File: src/rtl/axis_bist_pkg.sv
// Shared types and helpers for the AXI-Stream loopback BIST endpoint.
package axis_bist_pkg;

    typedef enum logic [1:0] {
        S_IDLE = 2'd0,
        S_RUN  = 2'd1,
        S_DONE = 2'd2
    } bist_state_t;

    // Fibonacci taps 16/14/13/11 expressed as bit positions 15/13/12/10
    localparam logic [15:0] LFSR_TAPS         = 16'hB400;
    localparam logic [15:0] LFSR_SEED_DEFAULT = 16'hACE1;

    function automatic logic [15:0] next_lfsr(input logic [15:0] cur);
        return {cur[14:0], ^(cur & LFSR_TAPS)};
    endfunction

endpackage

File: src/rtl/axis_bist_lfsr.sv
// 16-bit Fibonacci LFSR with seed and advance enable; exposes the two low
// bits used as independent gap and backpressure decisions.
module axis_bist_lfsr
    import axis_bist_pkg::*;
#(
    parameter logic [15:0] SEED = LFSR_SEED_DEFAULT
) (
    input  logic       clk_i,
    input  logic       arstn_i,
    input  logic       en_i,
    output logic [1:0] lfsr_o
);

    logic [15:0] lfsr_q;

    // Shift register loads the seed at reset and steps while enabled
    always_ff @(posedge clk_i or negedge arstn_i) begin
        if (!arstn_i) begin
            lfsr_q <= SEED;
        end else if (en_i) begin
            lfsr_q <= next_lfsr(lfsr_q);
        end
    end

    assign lfsr_o = lfsr_q[1:0];

endmodule

File: src/rtl/axis_loopback_bist.sv
// AXI-Stream loopback BIST: sources an incrementing word sequence on the
// master port, checks the returned sequence on the slave port, and guards
// the run with a watchdog.
module axis_loopback_bist
    import axis_bist_pkg::*;
#(
    parameter int unsigned DATA_W = 32,
    parameter int unsigned LEN_W  = 16,
    parameter int unsigned TO_W   = 10,
    parameter logic [15:0] SEED   = LFSR_SEED_DEFAULT
) (
    input  logic              clk_i,
    input  logic              arstn_i,
    input  logic              start_i,
    input  logic [LEN_W-1:0]  len_i,
    input  logic              throttle_en_i,
    input  logic              bp_en_i,
    output logic [DATA_W-1:0] m_axis_tdata_o,
    output logic              m_axis_tvalid_o,
    input  logic              m_axis_tready_i,
    input  logic [DATA_W-1:0] s_axis_tdata_i,
    input  logic              s_axis_tvalid_i,
    output logic              s_axis_tready_o,
    output logic              busy_o,
    output logic              done_o,
    output logic              pass_o,
    output logic              timeout_o,
    output logic [LEN_W-1:0]  err_cnt_o,
    output logic [LEN_W-1:0]  first_err_idx_o
);

    localparam logic [LEN_W-1:0] LEN_ONE = LEN_W'(1);
    localparam logic [TO_W-1:0]  WD_ONE  = TO_W'(1);
    // Value one below all-ones: the increment on this edge reaches the limit
    localparam logic [TO_W-1:0]  WD_PRE  = ~WD_ONE;

    bist_state_t      state;
    logic [LEN_W-1:0] len_q;
    logic [LEN_W-1:0] tx_cnt;
    logic [LEN_W-1:0] rx_cnt;
    logic [LEN_W-1:0] err_cnt;
    logic [LEN_W-1:0] first_err_idx;
    logic [TO_W-1:0]  wd_cnt;
    logic             m_hold;
    logic             busy_q;
    logic             done_q;
    logic             pass_q;
    logic             timeout_q;
    logic [1:0]       lfsr_bits;

    logic              in_run;
    logic              m_valid;
    logic              m_hs;
    logic              s_ready;
    logic              s_hs;
    logic              mismatch;
    logic              rx_last;
    logic              wd_expire;
    logic [DATA_W-1:0] rx_expect;
    logic [LEN_W-1:0]  err_next;

    axis_bist_lfsr #(
        .SEED (SEED)
    ) u_lfsr (
        .clk_i   (clk_i),
        .arstn_i (arstn_i),
        .en_i    (state == S_RUN),
        .lfsr_o  (lfsr_bits)
    );

    // Handshake decode, compare and watchdog-expiry terms for this cycle
    always_comb begin
        in_run    = (state == S_RUN);
        // A pending word stays valid regardless of the gap bit
        m_valid   = in_run && (m_hold ||
                    ((tx_cnt < len_q) && !(throttle_en_i && lfsr_bits[0])));
        m_hs      = m_valid && m_axis_tready_i;
        s_ready   = in_run && !(bp_en_i && lfsr_bits[1]);
        s_hs      = s_ready && s_axis_tvalid_i;
        rx_expect = DATA_W'(rx_cnt);
        mismatch  = s_hs && (s_axis_tdata_i != rx_expect);
        err_next  = err_cnt;
        if (mismatch && (err_cnt != '1)) begin
            err_next = err_cnt + LEN_ONE;
        end
        rx_last   = s_hs && ((rx_cnt + LEN_ONE) == len_q);
        wd_expire = in_run && !s_hs && (wd_cnt == WD_PRE);
    end

    // Run control FSM with counters and registered status outputs
    always_ff @(posedge clk_i or negedge arstn_i) begin
        if (!arstn_i) begin
            state         <= S_IDLE;
            len_q         <= '0;
            tx_cnt        <= '0;
            rx_cnt        <= '0;
            err_cnt       <= '0;
            first_err_idx <= '1;
            wd_cnt        <= '0;
            m_hold        <= 1'b0;
            busy_q        <= 1'b0;
            done_q        <= 1'b0;
            pass_q        <= 1'b0;
            timeout_q     <= 1'b0;
        end else begin
            case (state)
                S_IDLE: begin
                    done_q <= 1'b0;
                    if (start_i) begin
                        len_q         <= len_i;
                        tx_cnt        <= '0;
                        rx_cnt        <= '0;
                        err_cnt       <= '0;
                        first_err_idx <= '1;
                        wd_cnt        <= '0;
                        m_hold        <= 1'b0;
                        timeout_q     <= 1'b0;
                        if (len_i == '0) begin
                            state  <= S_DONE;
                            done_q <= 1'b1;
                            pass_q <= 1'b1;
                        end else begin
                            state  <= S_RUN;
                            busy_q <= 1'b1;
                            pass_q <= 1'b0;
                        end
                    end
                end
                S_RUN: begin
                    if (m_hs) begin
                        tx_cnt <= tx_cnt + LEN_ONE;
                    end
                    m_hold <= m_valid && !m_axis_tready_i;
                    if (s_hs) begin
                        rx_cnt <= rx_cnt + LEN_ONE;
                        wd_cnt <= '0;
                    end else begin
                        wd_cnt <= wd_cnt + WD_ONE;
                    end
                    err_cnt <= err_next;
                    if (mismatch && (first_err_idx == '1)) begin
                        first_err_idx <= rx_cnt;
                    end
                    if (rx_last) begin
                        state  <= S_DONE;
                        busy_q <= 1'b0;
                        done_q <= 1'b1;
                        m_hold <= 1'b0;
                        pass_q <= (err_next == '0);
                    end else if (wd_expire) begin
                        state     <= S_DONE;
                        busy_q    <= 1'b0;
                        done_q    <= 1'b1;
                        m_hold    <= 1'b0;
                        timeout_q <= 1'b1;
                        pass_q    <= 1'b0;
                    end
                end
                S_DONE: begin
                    state  <= S_IDLE;
                    done_q <= 1'b0;
                end
                default: begin
                    state  <= S_IDLE;
                    busy_q <= 1'b0;
                    done_q <= 1'b0;
                end
            endcase
        end
    end

    assign m_axis_tdata_o  = DATA_W'(tx_cnt);
    assign m_axis_tvalid_o = m_valid;
    assign s_axis_tready_o = s_ready;
    assign busy_o          = busy_q;
    assign done_o          = done_q;
    assign pass_o          = pass_q;
    assign timeout_o       = timeout_q;
    assign err_cnt_o       = err_cnt;
    assign first_err_idx_o = first_err_idx;

endmodule

File: config.mk
export PLATFORM = sky130hd
export DESIGN_NAME = axis_loopback_bist
export DESIGN_NICKNAME = d
export VERILOG_FILES = /design/src/rtl/axis_bist_pkg.sv /design/src/rtl/axis_bist_lfsr.sv /design/src/rtl/axis_loopback_bist.sv
export SDC_FILE = /design/constraint.sdc
export NUM_CORES = 1
export LEC_CHECK = 0
export CAP_MARGIN = 10
export CORE_ASPECT_RATIO = 1.25
export CORE_MARGIN = 5
export CORE_UTILIZATION = 30
export DETAILED_ROUTE_END_ITERATION = 10
export HOLD_SLACK_MARGIN = 0.03
export RECOVER_POWER = 100
export SYNTH_ARGS = -nofsm -noshare
export SYNTH_HDL_FRONTEND = slang
export SYNTH_SLANG_ARGS = --single-unit
File: constraint.sdc
create_clock -name clk_i -period 3.6 [get_ports clk_i]
set_clock_uncertainty 0.05 [all_clocks]
set_input_delay 0.9 -clock clk_i [delete_from_list [all_inputs] [get_ports clk_i]]
set_output_delay 0.9 -clock clk_i [all_outputs]
set_load 0.01 [all_outputs]
Word level (Yosys, flattened, before mapping)

Index checks and enable logic that the tools add are counted.

Register bits after elaboration: 113
Word-level logic and storage cells: 104

$add $sub $neg: 4
Order comparisons: 1
Eq/ne operators: 15
Muxes and demuxes: 37
Bitwise logic cells: 1
Reductions and logical operators: 33

Operators with widths:

| kind                    | count |
|---|---|
| $pmux W16 S2            | 4 |
| $mux W16                | 6 |
| $add A16 B1 Y16 const B | 3 |
| $logic_not A16 Y1       | 2 |
| $ne A32 B16 Y1          | 1 |
| $mux W10                | 2 |
| $pmux W10 S2            | 1 |
| $eq A16 B16 Y1          | 1 |
| $eq A16 B16 Y1 const B  | 1 |
| $lt A16 B16 Y1          | 1 |
| $ne A16 B16 Y1 const B  | 1 |
| $reduce_xor A16 Y1      | 1 |
| $logic_and A1 B1 Y1     | 14 |
| $mux W1                 | 14 |
| $reduce_and A3 Y1       | 4 |
| $add A10 B1 Y10 const B | 1 |
| $eq A10 B10 Y1 const B  | 1 |
| $mux W2                 | 4 |
| $ne A2 B1 Y1 const B    | 4 |
| $pmux W1 S2             | 4 |
| $reduce_and A4 Y1       | 2 |
| $ne A2 B2 Y1 const B    | 3 |
| $reduce_and A2 Y1       | 3 |
| $logic_not A1 Y1        | 4 |
| 9 further kinds         | 9 |

Depth between registers and ports, before layout

Depth after elaboration: 10
Depth in mapped cells: 11
Depth with buffers taken out: 10

Hierarchy

A second synthesis with hierarchy kept.

Cells, all modules: 763
Area, all modules: 6756.5 um^2

Modules (own cells, without submodules):

| module             | instances | cells an instance | area an instance (um^2) |
|---|---|---|---|
| axis_loopback_bist | 1         | 723               | 6065.8 |
| axis_bist_lfsr     | 1         | 40                | 690.7 |

Least setup slack after synthesis

OpenSTA, ideal clock, no wires.

Path type: register to output
Start: register tx_cnt[9]
End: output m_axis_tvalid_o
Arrival: 2079 ps
Data required time: 2650 ps
Path slack: 571 ps
Stages on the path, launching flop included: 10
Buffers on the path: 1
Path through: dfrtp_1 > ha_1 > a21o_1 > a21o_1 > a21oi_1 > o21a_1 > o31a_1 > o21ai_1 > clkbuf_1 > a21oi_1

Word-level cells in the longest chain between the ends: 4

RTL lines:

| what                   | line                      | source |
|---|---|---|
| from (decl)            | axis_loopback_bist.sv:39  | `logic [LEN_W-1:0] tx_cnt;` |
| from (signal assigned) | axis_loopback_bist.sv:131 | `tx_cnt <= tx_cnt + LEN_ONE;` |
| $lt A16 B16 Y1         | axis_loopback_bist.sv:76  | `((tx_cnt < len_q) && !(throttle_en_i && lfsr_bits[0])));` |
| $logic_and A1 B1 Y1    | axis_loopback_bist.sv:76  |  |
| $logic_or A1 B1 Y1     | axis_loopback_bist.sv:75  | `m_valid = in_run && (m_hold \|\|` |
| $logic_and A1 B1 Y1    | axis_loopback_bist.sv:75  |  |
| to (decl)              | axis_loopback_bist.sv:19  | `output logic m_axis_tvalid_o,` |

No other way between the ends.

Final worst setup path

Start: register len_q[9]
End: output m_axis_tvalid_o

Word-level cells in the longest chain between the ends: 4

RTL lines:

| what                   | line                      | source |
|---|---|---|
| from (decl)            | axis_loopback_bist.sv:38  | `logic [LEN_W-1:0] len_q;` |
| from (signal assigned) | axis_loopback_bist.sv:110 | `len_q <= len_i;` |
| $lt A16 B16 Y1         | axis_loopback_bist.sv:76  |  |
| $logic_and A1 B1 Y1    | axis_loopback_bist.sv:76  |  |
| $logic_or A1 B1 Y1     | axis_loopback_bist.sv:75  |  |
| $logic_and A1 B1 Y1    | axis_loopback_bist.sv:75  |  |

No other way between the ends.

==> impl_metrics.json <==
{
  "crit_required_ns": 2.65,
  "critPathBufInv": 2,
  "synth_area_per_cell_sq_um": 8.60,
  "status": "complete, no violations",
  "worst-slew-pin-transition_ns": 1.33,
  "overflow": 0,
  "synth_area_sq_um": 7030,
  "num-fill-cells": 2332,
  "die_area_sq_um": 26600,
  "place_hpwl_um": 14800,
  "yosys.area_share.xor_xnor_pct": 6.10,
  "synth.area.mux_share_pct": 3.02,
  "final.setup.tns_ns": 0,
  "diodes": 0,
  "drc": 0,
  "critPathKind": "reg -> out",
  "cpPeakStageDelay_ns": 0.38,
  "io_buffers": 108,
  "setup_viol": 0,
  "core_area_sq_um": 23000,
  "synth_top_cell_by_area": "dfrtp_1",
  "start_util_pct": 30.5,
  "grt_usage_pct": 15.2,
  "cts_sinks": 113,
  "synthFlopType": "dfrtp_1",
  "cts_buffer_depth": 2,
  "crit_arrival_ns": 2.45,
  "ys_ff_latch": 113,
  "ys_warn_count": 0,
  "rows": 62,
  "numCtsBuffers": 17,
  "min_path_type": "reg -> reg",
  "hold_viol_final": 0,
  "cts_setup_buffers": 0,
  "grt_max_degree": 53,
  "synth_compound_area_share_pct": 16.2,
  "io_pins": 125,
  "die_width_um": 147,
  "end_kind": "primary output",
  "clk_pin_slew_worst_paths_ns": 0.06,
  "fin_crit_ns": 3.40,
  "synth_top_area_share_pct": 31.7,
  "cts_tree": "yes",
  "finalNonFillerCells": 1223,
  "fmax_ghz": 0.294,
  "start_kind": "flip-flop",
  "rsz0062_at_grt": "no",
  "dr.first_iter.drc_count": 469,
  "slew_viol_final": 0,
  "drtPass1Iterations": 5,
  "synth-async-reset-ratio_pct": 100,
  "relSlewSlack_pct": 11.1,
  "dp.cells": 1192,
  "crit_slowest_cell": "dfrtp_1",
  "place_congestion": 0.890,
  "synthSimpleGateAreaFrac_pct": 23.5,
  "synth_top_family_by_area": "simple AND/OR/NAND/NOR gates",
  "grt_pass1_vias": 6079,
  "cp_top_family": "compound AO/OA/AOI/OAI gates",
  "powerDensity_nw_per_um2": 653,
  "worst_skew_pair.late_latency_ns": 0.42,
  "final_antenna_net_count": 0,
  "fin_crit_sh_pct": 94.5,
  "viasPerCell": 5.09,
  "leakagePower_nw": 3.88,
  "crit_fanout": 3,
  "cts-root-buf": "clkbuf_16",
  "crit_chain": "inv_1 -> ha_1 -> a21o_1 -> a21o_1 -> a21oi_1 -> o21a_1 -> o31a_1 -> o21ai_1 -> a21oi_1 -> clkbuf_2",
  "netlist_instances": 818,
  "synthAdderAreaFrac_pct": 3.56,
  "synth-edff-count": 0,
  "grt_pass1_wl_um": 32700,
  "synth_seq_area_share_pct": 40.6,
  "ys_types": 67,
  "htreeDepth": 4,
  "syn_to_final_growth_pct": 26.8,
  "drive_gt1_share_pct": 9.63,
  "wl_um": 20200,
  "peakVddDrop_uv": 427,
  "antenna_found_initial": 1,
  "drv_cap": 0,
  "vias": 6230,
  "synth.area.top_cells": "dfrtp_1, dfstp_2, nand2_1",
  "die_h_um": 181,
  "num-nets-final": 998,
  "drt-wirelength-per-cell_um": 16.5
}
## power breakdown
part	total (W)	internal [W]	leakage, nW	switching (W)
clock	0.00172	0.00110	0.282	0.000622
sequential	0.00199	0.00167	1.45	0.000315
combinational	0.00211	0.000857	2.16	0.00125
total	0.00582	0.00363	3.88	0.00219
## flip-flops by register name (all words and copies together) (netlist names)
register,flops
busy_o,1
done_o,1
rx_cnt,16
state,2
timeout_o,1
len_q,16
first_err_idx_o,16
pass_o,1
u_lfsr.lfsr_q,16
err_cnt_o,16
tx_cnt,16
m_hold,1
wd_cnt,10
## cells by family after synthesis
group                      Yosys count
AOI/OAI and AO/OA                  186
xor gates and xnor gates            49
adders and majority gates           20
buffers and inverters              106
DFF                                113
muxes                               21
other                                1
and+or+nand+nor                    322
## metrics by stage
stage | hold slack [ns] | area (sq um) | util [%] | setup WS [ns] | power (W)
2_1_floorplan | 0.385 | 7090 | - | 0.571 | 0.00332
3_3_place_gp | 0.396 | 8430 | 36.6 | 0.101 | 0.00419
3_5_place_dp | 0.398 | 8430 | 36.6 | 0.106 | 0.00423
4_1_cts | 0.411 | 9030 | 39.2 | 0.0431 | 0.00598
5_1_grt | 0.415 | 8910 | 38.7 | 0.00706 | 0.00622
6_report | 0.409 | 8910 | 38.7 | 0.198 | 0.00582
## worst paths after layout
path,from,end,slack [ns],cells past startpoint
worst max-delay path,len_q[9],m_axis_tvalid_o,0.20,10
worst min-delay path,u_lfsr.lfsr_q[7],u_lfsr.lfsr_q[7],0.41,2
worst max register to register,rx_cnt[3],pass_o,0.42,8
worst min register to register,u_lfsr.lfsr_q[7],u_lfsr.lfsr_q[7],0.41,2
max in group asynchronous,arstn_i,len_q[2],0.94,2
min in group asynchronous,arstn_i,err_cnt_o[10],0.73,1
## final cells by class
class / count / area [sq um] / area share (%)
clock buffer: 18 / 439 / 4.93
clock inverter: 13 / 164 / 1.84
inverter: 43 / 161 / 1.81
multi-input combinational: 614 / 3700 / 41.6
sequential: 113 / 2860 / 32.1
tap: 288 / 360 / 4.04
timing repair buffer: 134 / 1230 / 13.8
## worst register-to-register path: cells and delay by family, from the launching register on
kind / cells / cell delay, ns
xor+xnor: 1 / 0.17
simple gates: 4 / 1.55
flops: 1 / 0.62
mux: 1 / 0.32
compound gates: 2 / 0.36
## per-layer routing
metal	share of wire (%)	vias to the layer above	global-route usage, %	wire length [um]
li1	-	3082	-	-
met1	46	2923	19.8	9270
met2	46	189	24.2	9380
met3	5.4	34	3.81	1100
met4	2.2	2	5.63	452
met5	0.064	-	0	13
## synthesized netlist by cell type (all sizes together) (17+ instances only)
master,count
inv,43
a21oi,58
buf,38
nor2,37
clkbuf,25
nand4,30
o21ai,63
nor4,17
nand2,123
nor3,26
dfstp,24
dfrtp,89
xnor2,34
mux2i,19
ha,20
nand3,27
## repair_timing
action / in CTS / in global routing
setup endpoints to repair: 1 / 1
pin swaps: 0 / 0
resized for setup: 1 / 2
hold buffers: 0 / 0
## cells in the final DEF, fill, tap and decap left out, types with 5 or more instances in the layout
cell,synthesis,layout
nand2_1,123,123
dfrtp_1,89,89
o21ai_0,61,61
a21oi_1,57,58
dlygate4sd3_1,0,55
clkdlybuf4s50_1,0,51
inv_1,43,43
nor2_1,37,37
xnor2_1,34,34
nand4_1,30,30
nand3_1,26,27
nor3_1,24,24
dfstp_2,24,24
ha_1,20,20
mux2i_1,19,19
clkbuf_16,0,17
and3_1,16,16
conb_1,1,16
xor2_1,15,15
buf_4,17,15
nand2b_1,13,13
nor4_1,10,13
a31oi_1,12,12
clkbuf_1,24,9
a21o_1,8,8
a211oi_1,8,8
and4_1,7,7
o31ai_1,6,6
o211ai_1,5,5
or3_1,5,5
Note: power is estimated with default switching activity, not from simulation.
